==> config.mk <==
export PLATFORM = sky130hd
export DESIGN_NAME = dataproc_sched
export DESIGN_NICKNAME = d
export VERILOG_FILES = /design/src/rtl/dataproc_sched.sv
export SDC_FILE = /design/constraint.sdc
export NUM_CORES = 1
export LEC_CHECK = 0
export ABC_CLOCK_PERIOD_IN_PS = 3680
export BUFFER_PORTS_ARGS = -buffer_cell sky130_fd_sc_hd__buf_2
export CAP_MARGIN = 40
export CORE_MARGIN = 2
export CORE_UTILIZATION = 57
export CTS_CLUSTER_SIZE = 12
export DETAILED_ROUTE_END_ITERATION = 12
export PLACE_DENSITY_LB_ADDON = 0.05
export SYNTH_ARGS = -nofsm -noshare
export SYNTH_HDL_FRONTEND = slang
export SYNTH_SLANG_ARGS = --single-unit
==> constraint.sdc <==
create_clock -name clk -period 3.68 [get_ports clk]
set_input_delay 0.736 -clock clk [delete_from_list [all_inputs] [get_ports clk]]
set_output_delay 0.736 -clock clk [all_outputs]
set_load 0.005 [all_outputs]
==> src/rtl/dataproc_sched.sv <==
// rtl/dataproc_sched.sv - iomem-mapped job sequencer feeding the byte-stream data processor
module dataproc_sched #(
    parameter logic [31:0] BASE_ADDR  = 32'h0300_0000,
    parameter int          FIFO_DEPTH = 4,
    parameter int          LEN_W      = 16
) (
    input  logic        clk,
    input  logic        resetn,
    input  logic        iomem_valid,
    output logic        iomem_ready,
    input  logic [3:0]  iomem_wstrb,
    input  logic [31:0] iomem_addr,
    input  logic [31:0] iomem_wdata,
    output logic [31:0] iomem_rdata,
    output logic        dp_in_valid,
    input  logic        dp_in_ready,
    output logic [7:0]  dp_in_data,
    input  logic        dp_out_valid,
    output logic        dp_out_ready,
    input  logic [7:0]  dp_out_data,
    output logic [1:0]  dp_mode,
    output logic        irq
);
    localparam int AW = $clog2(FIFO_DEPTH);
    localparam int CW = AW + 1;

    typedef enum logic [1:0] {S_IDLE, S_RUN, S_DRAIN, S_DONE} state_t;
    state_t state;

    logic [7:0]       in_mem  [FIFO_DEPTH];
    logic [7:0]       out_mem [FIFO_DEPTH];
    logic [AW-1:0]    in_wp, in_rp, out_wp, out_rp;
    logic [CW-1:0]    in_cnt, out_cnt;
    logic [LEN_W-1:0] len, sent, recv;
    logic [1:0]       mode_reg;
    logic             irq_en, done, err;

    logic       hit, acc, wr, rd;
    logic [2:0] offs;
    logic       wr_ctrl, start_req, abort_req, wr_len, wr_stat, wr_in, rd_out, wr_irqen;
    logic       in_full, in_empty, out_full, out_empty, busy;
    logic       in_push, in_pop, out_push, out_pop;
    logic [31:0] rd_val;
    logic       unused_bits;

    // A new access is only taken while ready is low, which also forces the idle gap after each ack.
    assign hit  = (iomem_addr[31:5] == BASE_ADDR[31:5]);
    assign acc  = iomem_valid && hit && !iomem_ready;
    assign wr   = acc && (|iomem_wstrb);
    assign rd   = acc && (iomem_wstrb == 4'b0000);
    assign offs = iomem_addr[4:2];

    assign wr_ctrl   = wr && (offs == 3'd0);
    assign abort_req = wr_ctrl && iomem_wdata[1];
    assign start_req = wr_ctrl && iomem_wdata[0] && !iomem_wdata[1];
    assign wr_len    = wr && (offs == 3'd1);
    assign wr_stat   = wr && (offs == 3'd2);
    assign wr_in     = wr && (offs == 3'd3);
    assign rd_out    = rd && (offs == 3'd4);
    assign wr_irqen  = wr && (offs == 3'd5);

    assign in_full   = (in_cnt == CW'(FIFO_DEPTH));
    assign in_empty  = (in_cnt == '0);
    assign out_full  = (out_cnt == CW'(FIFO_DEPTH));
    assign out_empty = (out_cnt == '0);
    assign busy      = (state != S_IDLE);

    assign dp_in_valid  = (state == S_RUN) && !in_empty;
    assign dp_in_data   = dp_in_valid ? in_mem[in_rp] : 8'h00;
    assign dp_out_ready = ((state == S_RUN) || (state == S_DRAIN)) && !out_full && (recv < len);

    assign in_push  = wr_in && !in_full;
    assign in_pop   = dp_in_valid && dp_in_ready;
    assign out_push = dp_out_valid && dp_out_ready;
    assign out_pop  = rd_out && !out_empty;

    assign irq         = done && irq_en;
    assign unused_bits = &{1'b0, iomem_addr[1:0], iomem_wdata};

    always_comb begin
        rd_val = 32'h0;
        case (offs)
            3'd0: rd_val = {28'h0, mode_reg, 2'b00};
            3'd1: rd_val = 32'(len);
            3'd2: rd_val = {16'h0, 8'(out_cnt), 3'b000, err, out_empty, in_full, done, busy};
            3'd4: rd_val = out_empty ? 32'h0 : {24'h0, out_mem[out_rp]};
            3'd5: rd_val = {31'h0, irq_en};
            default: rd_val = 32'h0;
        endcase
    end

    // Storage carries no reset; stale entries are never visible outside the pointers.
    always_ff @(posedge clk) begin
        if (in_push)  in_mem[in_wp]   <= iomem_wdata[7:0];
        if (out_push) out_mem[out_wp] <= dp_out_data;
    end

    always_ff @(posedge clk or negedge resetn) begin
        if (!resetn) begin
            state       <= S_IDLE;
            iomem_ready <= 1'b0;
            iomem_rdata <= 32'h0;
            in_wp <= '0; in_rp <= '0; in_cnt <= '0;
            out_wp <= '0; out_rp <= '0; out_cnt <= '0;
            len <= '0; sent <= '0; recv <= '0;
            mode_reg <= 2'b00;
            dp_mode  <= 2'b00;
            irq_en <= 1'b0; done <= 1'b0; err <= 1'b0;
        end else begin
            iomem_ready <= acc;
            iomem_rdata <= rd ? rd_val : 32'h0;
            if (wr_irqen) irq_en <= iomem_wdata[0];
            if (wr_ctrl) mode_reg <= iomem_wdata[3:2];
            if (wr_len && !busy) len <= iomem_wdata[LEN_W-1:0];
            if (wr_stat && iomem_wdata[1]) done <= 1'b0;
            if (wr_stat && iomem_wdata[4]) err <= 1'b0;
            if ((wr_in && in_full) || (rd_out && out_empty) || (start_req && busy)) err <= 1'b1;

            if (in_push)  in_wp  <= in_wp + AW'(1);
            if (in_pop)   in_rp  <= in_rp + AW'(1);
            if (out_push) out_wp <= out_wp + AW'(1);
            if (out_pop)  out_rp <= out_rp + AW'(1);
            in_cnt  <= in_cnt + CW'(in_push) - CW'(in_pop);
            out_cnt <= out_cnt + CW'(out_push) - CW'(out_pop);
            if (in_pop)   sent <= sent + LEN_W'(1);
            if (out_push) recv <= recv + LEN_W'(1);

            case (state)
                S_IDLE: if (start_req) begin
                    if (len != '0) begin
                        dp_mode <= iomem_wdata[3:2];
                        sent    <= '0;
                        recv    <= '0;
                        state   <= S_RUN;
                    end else begin
                        done <= 1'b1;
                    end
                end
                S_RUN:   if (in_pop && ((sent + LEN_W'(1)) == len)) state <= S_DRAIN;
                S_DRAIN: if (recv == len) state <= S_DONE;
                S_DONE: begin
                    done  <= 1'b1;
                    state <= S_IDLE;
                end
                default: state <= S_IDLE;
            endcase

            // Abort overrides everything above, including a start in the same write.
            if (abort_req) begin
                state <= S_IDLE;
                in_wp <= '0; in_rp <= '0; in_cnt <= '0;
                out_wp <= '0; out_rp <= '0; out_cnt <= '0;
                sent <= '0; recv <= '0;
            end
        end
    end
endmodule

==> impl_summary.txt, run 1 <==
----------------------------------------------------
[Power]
  P_leak ... 4.12 nW
  Internal portion of total power ... 0.00314 W
  Max rail drop VDD ... 0.365 mV
  Fraction of power spent switching nets ... 0.267
  Total power per unit cell area ... 470 nW/um^2
  Reported net switching power ... 0.00114 W
  Comb power frac ... 0.108
  Part of the total power dissipated in the clock network ... 0.426
  Register share of total power ... 0.467

[Clock network]
  Clk_lat worst skew ... 440 ps
  Hold buffer count at CTS ... 0
  # Post-CTS Setup Buffers ... 0
  # H-tree levels ... 4
  Worst-case clock buffer depth ... 2
  Num CTS Buffers ... 17
  Clock tree root driver cell ... clkbuf_16
  Total of cells resized after clock tree synthesis ... 0
  Number of sinks handled by clock tree synthesis ... 152
  TritonCTS clock tree ... yes
  Worst-path clk slew ... 70 ps

[Placement]
  Placer Congestion ... 0.844
  Dpl hpwl ... 12600 um
  # port buffers ... 92
  Post-place setup slack ... 199 ps

[Setup path]
  Path depth of the worst reg2reg path ... 17
  Worst setup EP type ... register
  Startpoint type of the worst setup path ... register
  Ordered cell list for the critical path ... inv_1 > ha_1 > a21oi_1 > nor2b_1 > o21ai_0 > nand4b_1 > or3b_1 > nor2_2 > inv_1 > ha_1 > inv_1 > ha_1 > inv_1 > fa_1 > xor2_1 > xnor2_1 > nor2_1
  Critical Path Start ... len[13]
  Endpoint required time on the critical path ... 4010 ps
  Startpoint of the worst-slack reg-to-reg timing path ... len[13]
  Highest fanout seen on the critical path ... 4
  Data arrival, critical path ... 3600 ps
  Classification of the worst setup path ... register to register
  Crit-path max cell delay ... 440 ps
  Library cell contributing the largest single delay on the critical path ... dfrtp_1
  Most repeated library cell on the critical path ... inv_1

[Global route]
  Pin count of the biggest net entering global routing ... 51
  Final global-route overflow total ... 0
  Aggregate global-route resource usage ... 0.245
  Global-route wire length before repair ... 27600 um
  Via count of the first global-routing pass ... 5512
  Initial antenna violation count ... 0

[Routing]
  Post-detailed-route count of antenna-violating nets ... 0
  Via total after detailed routing ... 5505
  TritonRoute pass-1 iters ... 5
  Vias per cell ... 5.61
  Wire per inst ... 17.3 um
  DRC Markers ... 0
  Post-Route WL ... 16900 um
  Violation count after the first detailed-route iteration ... 438

[Die]
  Initial cell density of the core ... 0.590
  X dimension of the die ... 122 um
  Height of the die ... 122 um
  Core box area ... 13300 sq um
  IO Count ... 127
  Die footprint ... 14800 sq um
  Core Rows ... 42

[STA]
  Least setup slack across all paths after layout ... 410 ps
  Time the final worst path needs with I/O delays and setup ... 3270 ps
  Worst relative slew slack ... 0.405
  Final setup violation count ... 0
  Period Utilization, post-route ... 0.889
  Setup TNS ... 0 ps
  Total count of hold-check failures in the final report ... 0
  WHS ... 345 ps
  Maximum clock skew at final layout ... 8.56 ps
  Number of slew-limit violations in the final report ... 0
  Least-Margin Pin Slew ... 891 ps
  Timing-limited maximum frequency ... 306 MHz
  Unrepaired setup endpoints after global routing ... false

[Finish]
  Biggest regs ... in_mem x32, out_mem x32
  Finished Core Util ... 0.684
  Antenna diode count ... 0
  Share of layout cells above drive strength 1 ... 0.225
  Layout area overhead ... 15.9%
  Nets@finish ... 909

[Synthesis]
  Register bit count reported by yosys ... 152
  Unique cell type count in the Yosys netlist ... 66
  Top FF cell, synth ... dfrtp_1
  Post-synth top cells ... dfrtp_1 (88), edfxtp_1 (64), nor2_1 (64)
  Avg Inst Size Synth ... 11.4 sq um
  Top post-synthesis cells by area ... dfrtp_1 (28%), edfxtp_1 (24%), ha_1 (5.4%), mux4_2 (4.6%), nor2_1 (3.0%)
  Number of enable-type register cells in the synthesized netlist ... 64
  Share of the synthesized area in the top cell type ... 0.280
  Most instantiated library cell after synthesis ... dfrtp_1
  Synth Instances ... 692
  Largest area contributor in the netlist ... dfrtp_1
  Synthesis Warnings ... 0
  Synth Cell Area ... 7880 sq um
  Fraction of synthesis flops using an asynchronous set or reset pin ... 0.579
  Seq/Total Area, Yosys ... 0.524

[Outcome]
  Outcome ... complete, no violations

[Run]
  Max-cap violations ... 0

[Min path]
  Type of the most critical hold path ... input port to asynchronous set/reset pin

----------------------------------------------------
logic make-up after synthesis:
kind of cell / Yosys count / share of synthesized area
compound gates: 82 / 0.0691
xor+xnor: 44 / 0.0489
fa+ha+maj: 36 / 0.0591
buf+inv: 80 / 0.0484
flops: 152 / 0.524
mux: 36 / 0.0721
other cells: 1 / 0.000476
simple gates: 261 / 0.178
power by group through the flow:
stage / combinational, W / sequential [W] / clock, W
floorplan: 0.000325 / 0.00201 / 0
global placement: 0.000442 / 0.00203 / 0
detailed placement: 0.000468 / 0.00204 / 0
CTS: 0.000471 / 0.00200 / 0.00186
global route: 0.000533 / 0.00202 / 0.00192
finish: 0.000462 / 0.00200 / 0.00182
cell type report:
cell class	instances	area, sq um
fillers	1012	4220
flip-flops and latches	152	4120
multi-input cells	475	3430
repair buffers	111	606
clock buffers	17	425
well taps	176	220
clock inverters	15	194
inverters	35	131
worst max-delay path: cells and delay by family, from the launching register on:
| family | cells | cell delay [ps] |
|---|---|---|
| buffers and inverters | 4 | 310 |
| AND/OR/NAND/NOR | 5 | 750 |
| AO/OA/AOI/OAI | 2 | 290 |
| adder cells (fa/ha/maj) | 4 | 1080 |
| flip-flops | 1 | 440 |
| XOR/XNOR | 2 | 290 |
path summary, 6_finish.rpt:
check                           slack (ps)         end
worst max-delay path                   410  out_cnt[2]
worst min-delay path                   350  dp_mode[1]
worst max register to register         410  out_cnt[2]
worst min register to register         500  dp_mode[1]
max in group asynchronous             2580      len[4]
min in group clk                       500  dp_mode[1]
through the flow:
step                cells  area, sq um  power [W]
floorplan             707         7930    0.00233
global placement      949         8510    0.00247
detailed placement    949         8510    0.00251
CTS                   981         9130    0.00433
global route          981         9130    0.00447
finish                981         9130    0.00429
placed cells by master (no fill, tap or decap), types with 10 or more instances in the layout:
| cell type | n |
|---|---|
| edfxtp_1 | 64 |
| nand3_1 | 17 |
| nand2b_1 | 11 |
| nor2_1 | 64 |
| and3_1 | 10 |
| ha_1 | 34 |
| mux4_2 | 16 |
| mux2i_1 | 14 |
| and2_1 | 26 |
| nand4_1 | 18 |
| xor2_1 | 17 |
| xnor2_1 | 27 |
| conb_1 | 16 |
| clkbuf_16 | 17 |
| buf_2 | 91 |
| o21ai_0 | 25 |
| nand2_1 | 55 |
| inv_1 | 35 |
| a21oi_1 | 17 |
| nor3_1 | 13 |
| nor2b_1 | 10 |
| dfrtp_1 | 88 |
| buf_4 | 20 |
layer usage:
layer,up-vias,GRT usage,routed length (um)
met1,2735,0.319,7450
li1,2646,-,-
met2,106,0.415,8630
met5,-,0,0
met4,0,0.0761,241
met3,18,0.0538,614
No activity file was read; power rests on OpenSTA's default activity.
==> inputs of run 2 (changes only) <==
--- a/config.mk
+++ b/config.mk
@@ -8,8 +8,10 @@
 export ABC_CLOCK_PERIOD_IN_PS = 3680
 export BUFFER_PORTS_ARGS = -buffer_cell sky130_fd_sc_hd__buf_2
 export CAP_MARGIN = 40
+export CELL_PAD_IN_SITES_DETAIL_PLACEMENT = 2
+export CELL_PAD_IN_SITES_GLOBAL_PLACEMENT = 2
 export CORE_MARGIN = 2
-export CORE_UTILIZATION = 57
+export CORE_UTILIZATION = 37
 export CTS_CLUSTER_SIZE = 12
 export DETAILED_ROUTE_END_ITERATION = 12
 export PLACE_DENSITY_LB_ADDON = 0.05
==> impl_summary.txt, run 2 (synthesized netlist as in run 1, its figures left out) <==
----------------------------------------------------
[Outcome]
  Outcome ... complete, no violations

[Die]
  Core box area ... 21000 sq um
  Core Rows ... 53
  Die footprint ... 22500 sq um
  Height of the die ... 150 um
  Initial cell density of the core ... 0.376
  IO Count ... 127
  X dimension of the die ... 150 um

[Global route]
  Initial antenna violation count ... 0
  Global-route wire length before repair ... 36500 um
  Final global-route overflow total ... 0
  Via count of the first global-routing pass ... 6493
  Pin count of the biggest net entering global routing ... 49
  Aggregate global-route resource usage ... 0.215

[Setup path]
  Highest fanout seen on the critical path ... 5
  Worst setup EP type ... register
  Worst path buffer plus inverter count ... 3
  Crit-path max cell delay ... 450 ps
  Library cell contributing the largest single delay on the critical path ... dfrtp_2
  CP top delay family ... adder cells
  Path depth of the worst reg2reg path ... 16
  Data arrival, critical path ... 3710 ps
  Startpoint of the worst-slack reg-to-reg timing path ... recv[9]
  Setup slack of the most critical reg-to-reg path ... 290 ps
  Most repeated library cell on the critical path ... ha_1
  Ordered cell list for the critical path ... ha_1 > a21o_1 > a21o_1 > a21oi_1 > nor2_1 > or3b_1 > nor2_2 > inv_2 > ha_1 > inv_1 > ha_1 > inv_1 > fa_1 > xor2_2 > xnor2_2 > nor2_1
  Classification of the worst setup path ... register to register
  Endpoint required time on the critical path ... 4000 ps
  Startpoint type of the worst setup path ... register
  Reg-to-Reg End ... out_cnt[2]

[Min path]
  Type of the most critical hold path ... input port to asynchronous set/reset pin

[Routing]
  Vias per cell ... 5.20
  TritonRoute pass-1 iters ... 4
  Wire per inst ... 20.5 um
  DRC Markers ... 0
  Via total after detailed routing ... 5646
  Post-Route WL ... 22300 um
  Post-detailed-route count of antenna-violating nets ... 0
  Violation count after the first detailed-route iteration ... 205

[Finish]
  Commonest cells after routing, fill and taps aside ... buf_2 (91), dfrtp_1 (86), nor2_1 (64), edfxtp_1 (64), nand2_1 (55)
  Leading cell type in the layout, fill and taps excluded ... buf_2
  Antenna diode count ... 0
  Share of layout cells above drive strength 1 ... 0.237
  Layout area overhead ... 18.1%
  Biggest regs ... in_mem x32, out_mem x32
  Finished Core Util ... 0.444
  Nets@finish ... 915

[STA]
  Unrepaired setup endpoints after global routing ... false
  Worst relative slew slack ... 0.534
  Period Utilization, post-route ... 0.920
  Maximum clock skew at final layout ... 10.4 ps
  Timing-limited maximum frequency ... 295 MHz
  Least-Margin Pin Slew ... 700 ps
  Final setup violation count ... 0
  Total count of hold-check failures in the final report ... 0
  Number of slew-limit violations in the final report ... 0
  Setup TNS ... 0 ps
  Time the final worst path needs with I/O delays and setup ... 3390 ps

[Placement]
  # port buffers ... 92
  Placer Congestion ... 0.766
  Dpl hpwl ... 16700 um

[Power]
  Total power per unit cell area ... 462 nW/um^2
  Comb power frac ... 0.120
  Max rail drop VDD ... 0.304 mV
  Internal portion of total power ... 0.00304 W
  P_leak ... 4.14 nW
  Part of the total power dissipated in the clock network ... 0.411
  Reported net switching power ... 0.00126 W
  Fraction of power spent switching nets ... 0.293
  Register share of total power ... 0.470

[Clock network]
  Num CTS Buffers ... 17
  # H-tree levels ... 4
  TritonCTS clock tree ... yes
  Number of sinks handled by clock tree synthesis ... 152
  Worst-case clock buffer depth ... 2
  Clk_lat worst skew ... 440 ps
  Worst-path clk slew ... 70 ps
  Clock tree root driver cell ... clkbuf_16

[Run]
  Max-cap violations ... 0

----------------------------------------------------
## run 2: cell count changes in the layout (fill, tap and decap cells not counted), sizes merged
| cell | before | now |
|---|---|---|
| buf | 111 | 117 |
| clkinv | 2 | 8 |
| inv | 46 | 41 |
| bufinv | 2 | 0 |
| clkinvlp | 0 | 1 |
## run 2: stage by stage
stage          hold slack, ps  std cells  total power, W  worst slack, ps  instance area, sq um
2_1_floorplan             440        707         0.00233              236                  7930
3_3_place_gp              482       1053         0.00249              222                  8670
3_5_place_dp              495       1054         0.00256              182                  8680
4_1_cts                   374       1086         0.00434              151                  9290
5_1_grt                   389       1086         0.00451             38.1                  9310
6_report                  352       1086         0.00430              293                  9310
## run 2: worst max-delay path by stage
stage                        start    endpoint  slack [ps]  cells past startpoint
floorplan           iomem_addr[15]   in_cnt[2]         240                     15
global placement    iomem_addr[26]   in_cnt[2]         220                     15
detailed placement         len[13]  out_cnt[2]         180                     17
CTS                        len[13]  out_cnt[2]         150                     17
global route                len[9]  out_cnt[2]          40                     17
finish                     recv[9]  out_cnt[2]         290                     16
## run 2: cell type report
| class | count | area [sq um] |
|---|---|---|
| fillers | 2208 | 11600 |
| clock inverters | 15 | 185 |
| repair buffers | 117 | 651 |
| multi-input cells | 475 | 3440 |
| clock buffers | 17 | 425 |
| flip-flops and latches | 152 | 4130 |
| well taps | 275 | 344 |
| inverters | 35 | 131 |
## run 2: repair_timing
action | in CTS | in global routing
hold buffers | 0 | 0
setup buffers | 0 | 0
hold endpoints to repair | 0 | 0
endpoints found under the setup margin | 0 | 1
gates resized for setup | 0 | 6
## run 2: layer usage
metal  part of all wire  routed length [um]  track usage  vias to the layer above
li1                   -                   -            -                     2632
met1               0.43                9670        0.268                     2923
met2               0.53               11800        0.382                       70
met3              0.025                 550       0.0381                       21
met4              0.012                 272       0.0566                        0
met5                  0                   0            0                        -
## run 2: power by group through the flow
stage / Clock (W) / Combinational (W) / Sequential (W)
after floorplan: 0 / 0.000325 / 0.00201
after global placement: 0 / 0.000459 / 0.00203
after detailed placement: 0 / 0.000505 / 0.00205
after CTS: 0.00181 / 0.000510 / 0.00202
after global routing: 0.00188 / 0.000588 / 0.00204
final: 0.00177 / 0.000515 / 0.00202
==> inputs of run 3 (changes only) <==
--- a/config.mk
+++ b/config.mk
@@ -5,13 +5,14 @@
 export SDC_FILE = /design/constraint.sdc
 export NUM_CORES = 1
 export LEC_CHECK = 0
-export ABC_CLOCK_PERIOD_IN_PS = 3680
+export ABC_CLOCK_PERIOD_IN_PS = 4200
 export BUFFER_PORTS_ARGS = -buffer_cell sky130_fd_sc_hd__buf_2
 export CAP_MARGIN = 40
 export CELL_PAD_IN_SITES_DETAIL_PLACEMENT = 2
 export CELL_PAD_IN_SITES_GLOBAL_PLACEMENT = 2
 export CORE_MARGIN = 2
-export CORE_UTILIZATION = 37
+export CORE_UTILIZATION = 42
+export CTS_BUF_LIST = sky130_fd_sc_hd__clkbuf_4
 export CTS_CLUSTER_SIZE = 12
 export DETAILED_ROUTE_END_ITERATION = 12
 export PLACE_DENSITY_LB_ADDON = 0.05
==> constraint.sdc (replaced) <==
create_clock -name clk -period 4.2 [get_ports clk]
set_input_delay 0.84 -clock clk [delete_from_list [all_inputs] [get_ports clk]]
set_output_delay 0.84 -clock clk [all_outputs]
set_load 0.005 [all_outputs]
==> impl_summary.txt, run 3 (synthesized netlist as in run 1, its figures left out) <==
----------------------------------------------------
[Outcome]
  Outcome ... complete, no violations

[Setup path]
  Classification of the worst setup path ... register to register
  Worst setup EP type ... register
  Data arrival, critical path ... 4060 ps
  Startpoint type of the worst setup path ... register
  Highest fanout seen on the critical path ... 11
  Endpoint required time on the critical path ... 4670 ps

[Global route]
  Global-route wire length before repair ... 36200 um
  Pin count of the biggest net entering global routing ... 52
  Via count of the first global-routing pass ... 6396
  Aggregate global-route resource usage ... 0.239
  Final global-route overflow total ... 0
  Initial antenna violation count ... 1

[STA]
  Timing-limited maximum frequency ... 279 MHz
  Least-Margin Pin Slew ... 935 ps
  Maximum clock skew at final layout ... 21.1 ps
  Period Utilization, post-route ... 0.855
  Final setup violation count ... 0
  Number of slew-limit violations in the final report ... 0
  Time the final worst path needs with I/O delays and setup ... 3590 ps
  Worst relative slew slack ... 0.376
  Unrepaired setup endpoints after global routing ... false
  Total count of hold-check failures in the final report ... 0
  Setup TNS ... 0 ps

[Die]
  Initial cell density of the core ... 0.424
  Core box area ... 18600 sq um
  IO Count ... 127
  Height of the die ... 141 um
  X dimension of the die ... 141 um
  Core Rows ... 50
  Die footprint ... 19900 sq um

[Clock network]
  # Post-CTS Setup Buffers ... 0
  Num CTS Buffers ... 17
  Total of cells resized after clock tree synthesis ... 0
  Worst-path clk slew ... 150 ps
  Clk_lat worst skew ... 570 ps
  Hold buffer count at CTS ... 0
  # H-tree levels ... 4
  TritonCTS clock tree ... yes
  Clock tree root driver cell ... clkbuf_4
  Worst-case clock buffer depth ... 2
  Number of sinks handled by clock tree synthesis ... 152

[Placement]
  Dpl hpwl ... 17000 um
  Placer Congestion ... 0.781
  # port buffers ... 92
  Number of cells after detailed placement ... 999

[Routing]
  Vias per cell ... 5.45
  Violation count after the first detailed-route iteration ... 248
  Post-Route WL ... 22300 um
  Post-detailed-route count of antenna-violating nets ... 0
  DRC Markers ... 0
  Via total after detailed routing ... 5626
  TritonRoute pass-1 iters ... 4
  Wire per inst ... 21.6 um

[Run]
  Max-cap violations ... 0

[Power]
  Total power per unit cell area ... 356 nW/um^2
  P_leak ... 3.94 nW
  Max rail drop VDD ... 0.217 mV

[Min path]
  Type of the most critical hold path ... input port to asynchronous set/reset pin

[Finish]
  Commonest cells after routing, fill and taps aside ... buf_2 (91), dfrtp_1 (88), nor2_1 (64), edfxtp_1 (64), nand2_1 (55)
  Number of standard cells in the final layout excluding fillers ... 1032
  Share of layout cells above drive strength 1 ... 0.216
  Leading cell type in the layout, fill and taps excluded ... buf_2
  Nets@finish ... 901
  Layout area overhead ... 11.8%
  Biggest regs ... in_mem x32, out_mem x32

----------------------------------------------------
run 3: power by group:
part	internal (W)	switching, W	leakage (nW)
logic	0.000173	0.000257	2.07
clock network	0.000320	0.000620	0.157
registers	0.00167	0.0000953	1.71
total	0.00216	0.000973	3.94
run 3: worst paths after layout:
| path | startpoint | end | slack, ps | depth (start not counted) |
|---|---|---|---|---|
| hold reg to reg | mode_reg[1] | mode_reg[1] | 540 | 1 |
| setup / recovery | state[1] | state[1] | 610 | 11 |
| min in group clk | dp_out_data[0] | out_mem[1][0] | 460 | 1 |
| max in group asynchronous | resetn | len[10] | 3130 | 2 |
| setup reg to reg | state[1] | state[1] | 610 | 11 |
| hold / removal | resetn | in_rp[1] | 290 | 1 |
run 3: area by class of cell:
type,count,area (sq um)
repair buffers,103,546
flip-flops and latches,152,4120
fillers,1917,9770
inverters,35,131
multi-input cells,475,3430
well taps,234,293
clock inverters,15,154
diodes,1,2.50
clock buffers,17,128
run 3: routing by layer:
| metal | global-route usage | wire length (um) |
|---|---|---|
| met2 | 0.435 | 11900 |
| met1 | 0.299 | 9640 |
| met3 | 0.0350 | 456 |
| met4 | 0.0611 | 340 |
| met5 | 0 | 0 |
run 3: through the flow:
step           setup WS, ps  utilization  power, W  cell area, sq um  hold WS, ps
2_1_floorplan           652            -   0.00204              7930          464
3_3_place_gp            428        0.459   0.00217              8520          492
3_5_place_dp            127        0.459   0.00224              8520          496
4_1_cts                 508        0.474   0.00317              8800          304
5_1_grt                 276        0.474   0.00329              8810          316
6_report                611        0.474   0.00314              8810          293
run 3: critical path, cell delays in order, from the launching register on:
cell and delay [ps]:
dfrtp_1 440, inv_1 90, ha_1 260, o31a_1 390, nand2_1 320, inv_1 490, nand4_1 230, nor4_1 370
nand4_1 230, a221oi_4 350, mux2i_1 260, nor2_2 50
